`config.mk`:
```
export PLATFORM = sky130hd
export DESIGN_NAME = eth_axis_tx_serializer
export DESIGN_NICKNAME = d
export VERILOG_FILES = /design/src/rtl/eth_axis_tx_serializer.sv
export SDC_FILE = /design/constraint.sdc
export NUM_CORES = 1
export LEC_CHECK = 0
export ABC_AREA = 1
export CAP_MARGIN = 25
export CORE_MARGIN = 3
export CORE_UTILIZATION = 45
export CTS_CLUSTER_DIAMETER = 150
export DETAILED_ROUTE_END_ITERATION = 8
export HOLD_SLACK_MARGIN = 0.15
export PLACE_DENSITY_LB_ADDON = 0.05
export RECOVER_POWER = 50
export SLEW_MARGIN = 20
export SYNTH_ARGS = -nofsm -noshare
export SYNTH_HDL_FRONTEND = slang
export SYNTH_SLANG_ARGS = --single-unit
```
`constraint.sdc`:
```
create_clock -name clk_i -period 4 [get_ports clk_i]
set_input_delay 1.2 -clock clk_i [delete_from_list [all_inputs] [get_ports clk_i]]
set_output_delay 1.2 -clock clk_i [all_outputs]
set_load 0.05 [all_outputs]
```
`src/rtl/eth_axis_tx_serializer.sv`:
```
// Serializes 32-bit AXI-Stream words into an 8-bit AXI-Stream byte stream,
// with per-frame error propagation and an optional inter-frame gap.
module eth_axis_tx_serializer #(
    parameter int unsigned IFG_CYCLES = 0
) (
    input  logic        clk_i,
    input  logic        rst_i,
    input  logic [31:0] s_axis_tdata,
    input  logic [1:0]  s_axis_byte_count,
    input  logic        s_axis_tvalid,
    input  logic        s_axis_tlast,
    input  logic        s_axis_tuser,
    output logic        s_axis_tready,
    output logic [7:0]  m_axis_tdata,
    output logic        m_axis_tvalid,
    output logic        m_axis_tlast,
    output logic        m_axis_tuser,
    input  logic        m_axis_tready,
    output logic        busy_o
);

    localparam logic [1:0] IDLE = 2'd0;
    localparam logic [1:0] SEND = 2'd1;
    localparam logic [1:0] GAP  = 2'd2;

    localparam bit         GAP_EN   = (IFG_CYCLES > 0);
    localparam logic [7:0] GAP_LOAD = GAP_EN ? 8'(IFG_CYCLES - 1) : 8'd0;

    logic [1:0]  state;
    logic [1:0]  state_n;
    logic [31:0] word;
    logic [1:0]  idx;
    logic [1:0]  idx_n;
    logic [1:0]  last_idx;
    logic        last_q;
    logic        err_flag;
    logic        err_base;
    logic        ready_en;
    logic [7:0]  gap_cnt;
    logic        m_hs;
    logic        fin_hs;
    logic        s_hs;
    logic        first_last;
    logic        next_last;

    // Handshake decode; ready_en keeps tready low until the first edge after reset.
    always_comb begin
        m_hs          = m_axis_tvalid & m_axis_tready;
        fin_hs        = (state == SEND) & m_hs & (idx == last_idx);
        s_axis_tready = ready_en & ((state == IDLE) | (fin_hs & (~last_q | ~GAP_EN)));
        s_hs          = s_axis_tvalid & s_axis_tready;
        idx_n         = idx + 2'd1;
        first_last    = s_axis_tlast & (s_axis_byte_count == 2'd0);
        next_last     = last_q & (idx_n == last_idx);
        // A frame closing on this edge must not leak its error into the next frame.
        err_base      = (fin_hs & last_q) ? 1'b0 : err_flag;
    end

    assign busy_o = (state != IDLE);

    always_ff @(posedge clk_i or posedge rst_i) begin
        if (rst_i) begin
            state <= IDLE;
        end else begin
            state <= state_n;
        end
    end

    always_comb begin
        state_n = state;
        case (state)
            IDLE: if (s_hs) state_n = SEND;
            SEND: begin
                if (fin_hs) begin
                    if (s_hs)                state_n = SEND;
                    else if (last_q && GAP_EN) state_n = GAP;
                    else                     state_n = IDLE;
                end
            end
            GAP:     if (gap_cnt == 8'd0) state_n = IDLE;
            default: state_n = IDLE;
        endcase
    end

    // Word holding register, byte lane sequencing and registered byte outputs.
    always_ff @(posedge clk_i or posedge rst_i) begin
        if (rst_i) begin
            ready_en      <= 1'b0;
            word          <= 32'd0;
            last_q        <= 1'b0;
            last_idx      <= 2'd0;
            idx           <= 2'd0;
            err_flag      <= 1'b0;
            gap_cnt       <= 8'd0;
            m_axis_tdata  <= 8'd0;
            m_axis_tvalid <= 1'b0;
            m_axis_tlast  <= 1'b0;
            m_axis_tuser  <= 1'b0;
        end else begin
            ready_en <= 1'b1;
            if (s_hs) begin
                word          <= s_axis_tdata;
                last_q        <= s_axis_tlast;
                last_idx      <= s_axis_tlast ? s_axis_byte_count : 2'd3;
                idx           <= 2'd0;
                err_flag      <= err_base | s_axis_tuser;
                m_axis_tdata  <= s_axis_tdata[7:0];
                m_axis_tvalid <= 1'b1;
                m_axis_tlast  <= first_last;
                m_axis_tuser  <= first_last & (err_base | s_axis_tuser);
            end else if (m_hs) begin
                if (idx == last_idx) begin
                    idx           <= 2'd0;
                    m_axis_tdata  <= 8'd0;
                    m_axis_tvalid <= 1'b0;
                    m_axis_tlast  <= 1'b0;
                    m_axis_tuser  <= 1'b0;
                    if (last_q) err_flag <= 1'b0;
                end else begin
                    idx          <= idx_n;
                    m_axis_tdata <= word[{idx_n, 3'b000} +: 8];
                    m_axis_tlast <= next_last;
                    m_axis_tuser <= next_last & err_flag;
                end
            end
            if (state_n == GAP && state != GAP) begin
                gap_cnt <= GAP_LOAD;
            end else if (state == GAP && gap_cnt != 8'd0) begin
                gap_cnt <= gap_cnt - 8'd1;
            end
        end
    end

endmodule

```
==> results.toml, run 1 <==
[global_route]
grt_pass1_wl_mm = 10.72
track_usage = 0.1867
gr-total-overflow = 0
grt_start_max_net_pins = 60
grt_pass1_vias = 2335
antenna_found_initial = 0

[sta]
max-slew-margin-rel = 0.03624
setup_viol = 0
setup_tns_ns = 0
tightest_slew_ns = 1.446
fin_crit_ns = 3.623
finalMaxSlewViolations = 0
worst_slack_ns = 0.3773
min_period_over_period = 0.9057
worst_clock_skew_ns = 0.007385
whs_ns = 0.4757
hold_viol_final = 0
rsz0062_at_grt = "no"
fmax_mhz = 276.0

[synthesis]
synth_area_leader_cell = "dfrtp_1"
synth.distinct_cells = 34
yosys_warnings = 0
ys_ff_latch = 60
ys_seq_area_frac = 0.5270
synth_area_per_cell_sq_um = 8.530
synthTopCellsByArea = "dfrtp_1 (53%), nand2_1 (14%), o21ai_0 (6.9%), inv_1 (4.9%), nand3_1 (2.6%)"
synthesis.nets = 375
yosysMostFrequentCell = "nand2_1"
synth_ff_type = "dfrtp_1"
synth_commonest_cells = "nand2_1 (106), dfrtp_1 (60), o21ai_0 (39)"
syn_area_sq_um = 2849
synth_top_area_frac = 0.5270
async_flop_share = 1.000
syn_inst = 334
synth_edf_count = 0

[placed_design]
gp_congestion = 0.8023
pre_cts_ws_ns = 0.3740
dpl.hpwl_mm = 4.201
io_buffers = 52
dpl.cell_count = 451

[clocking]
cts_buffer_depth = 2
clock_latency_ns = 0.33
cts_made_buffers = 9
clk_pin_slew_worst_paths_ns = 0.06
h-tree-depth = 3
clkSinkCount = 60
cts_setup_buffers = 0
cts-root-buf = "clkbuf_8"
cts_tree = "built"
cts_resized = 0
postCtsHoldBufs = 0

[run_status]
status = "completed"

[setup_path]
arrival_ns = 2.42
crit_path_end_kind = "output pin"
r2r-start = "gap_cnt[0]"
slowest_delay_ns = 0.45
path_max_fanout = 5
startpoint = "m_axis_tready"
crit_chain = "clkdlybuf4s50_1 > nand2_1 > nor2_1 > nand3_2 > nand2_2 > and2_1 > buf_12"
cp_slowest_cell = "clkdlybuf4s50_1"
worstPathRequired_ns = 2.80
criticalPathCategory = "input pin to output pin"
cp-start-kind = "input pin"

[final_layout]
antenna_cells = 0
synthToLayoutAreaGrowth_pct = 25.16
stdcell_count = 465
nFillCells = 552
multi_input_area_sq_um = 1071
nNetsFinal = 428
regArea_sq_um = 1501
drive_gt1_frac = 0.07949

[floorplanning]
die_area_sq_um = 7322
core_sq_um = 6026
die_width_microns = 85.57
pin_count = 53
rows = 28
die_h_microns = 85.57
initial_core_util = 0.4728

[power]
power_density_nw_per_um2 = 717.9
p_int_mw = 1.534
vdd_ir_drop_max_uv = 379.8
p_seq_frac = 0.384
switching_share = 0.4009
power_leakage_nw = 1.701
power_mw = 2.560
switchingPower_mw = 1.026
combPwrFrac = 0.409
clkPwrFrac = 0.208

[drt]
drt-pass1-iter-count = 4
antenna_left = 0
post-route-drc-count = 0
viasPerCell = 4.978
via_count = 2315
routed_wl_mm = 6.103
drt-initial-drc-count = 109
wire_per_inst_microns = 13.12

[run]
maxCapViolations = 0

[min_path]
holdCritStartpoint = "gap_cnt[6]"
hold_path_class = "flip-flop to flip-flop"
-- metrics by stage --
step,cell area [sq um],util
6_report,3566,0.5918
5_1_grt,3566,0.5918
4_1_cts,3577,0.5936
3_5_place_dp,3387,0.5621
3_3_place_gp,3387,0.5621
2_1_floorplan,2849,-
-- metal layers --
| metal | part of all wire | GRT usage |
|---|---|---|
| met5 | 0 | 0 |
| met1 | 0.47 | 0.2430 |
| met4 | 0.013 | 0.06906 |
| met2 | 0.46 | 0.3001 |
| met3 | 0.051 | 0.04995 |
-- critical path, delay by kind of cell --
family                 cells  cell delay [ns]
AND/OR/NAND/NOR            5             0.63
buffers and inverters      2             0.59
-- cells by family after synthesis --
family | share of synthesized area
simple gates | 0.2446
flops | 0.5270
buf+inv | 0.09574
compound gates | 0.1085
xor+xnor | 0.01845
fa+ha+maj | 0.004391
other cells | 0.001316
-- path summary, 6_finish.rpt --
kind,slack [ns],endpoint,cells after the start
worst max-delay path,0.38,s_axis_tready,7
worst min-delay path,0.48,gap_cnt[6],1
worst max register to register,1.76,gap_cnt[5],7
worst min register to register,0.48,gap_cnt[6],1
max in group asynchronous,0.90,idx[1],3
min in group asynchronous,1.36,ready_en,2
-- registers in the layout, summed over array words and instances, names as in the netlist --
signal and flops:
err_flag 1, idx 2, m_axis_tvalid 1, m_axis_tuser 1, last_q 1, word 32, m_axis_tlast 1, last_idx 2
state 2, ready_en 1, gap_cnt 8, m_axis_tdata 8
-- cells in the final DEF, fill, tap and decap left out, types with 2 or more instances in the layout --
master           synthesis  final
inv_2                    5      4
inv_1                   37     37
nand3b_1                 2      2
o221ai_1                 7      7
nor2_1                  11     11
dfrtp_1                 60     60
clkbuf_8                 0     11
nand2_1                106    106
clkdlybuf4s50_1          0     50
nand3_1                 15     15
o21ai_0                 39     40
nor2_4                   2      2
xor2_1                   5      5
clkbuf_1                 1      3
nand2_2                  4      4
nand4_1                 11     11
-- power by group through the flow --
stage | Clock [mW] | Combinational (mW) | Sequential, mW
floorplan | 0 | 0.625 | 1.11
global placement | 0 | 1.03 | 0.985
detailed placement | 0 | 1.05 | 0.989
CTS | 0.547 | 1.06 | 0.982
global route | 0.576 | 1.17 | 1.01
finish | 0.532 | 1.05 | 0.983
-- final cells by class --
| cell class | count | share of cell area |
|---|---|---|
| Sequential cell | 60 | 0.4211 |
| Inverter | 43 | 0.04596 |
| Timing Repair Buffer | 55 | 0.1530 |
| Tap cell | 75 | 0.02632 |
| Multi-Input combinational cell | 218 | 0.3004 |
| Clock buffer | 12 | 0.04351 |
| Clock inverter | 2 | 0.009825 |
Note: power is estimated with default switching activity, not from simulation.
==> inputs of run 2 (changes only) <==
--- a/config.mk
+++ b/config.mk
@@ -6,12 +6,12 @@
 export NUM_CORES = 1
 export LEC_CHECK = 0
 export ABC_AREA = 1
-export CAP_MARGIN = 25
+export CAP_MARGIN = 20
 export CORE_MARGIN = 3
 export CORE_UTILIZATION = 45
 export CTS_CLUSTER_DIAMETER = 150
 export DETAILED_ROUTE_END_ITERATION = 8
-export HOLD_SLACK_MARGIN = 0.15
+export HOLD_SLACK_MARGIN = 0.02
 export PLACE_DENSITY_LB_ADDON = 0.05
 export RECOVER_POWER = 50
 export SLEW_MARGIN = 20
==> results of run 2 <==
The final DEF is identical to that of run 1; final timing and power are the same.
==> inputs of run 3 (changes only) <==
--- a/config.mk
+++ b/config.mk
@@ -6,6 +6,7 @@
 export NUM_CORES = 1
 export LEC_CHECK = 0
 export ABC_AREA = 1
+export ABC_CLOCK_PERIOD_IN_PS = 4000
 export CAP_MARGIN = 20
 export CORE_MARGIN = 3
 export CORE_UTILIZATION = 45
==> results of run 3 <==
The final DEF is identical to that of run 1; final timing and power are the same.
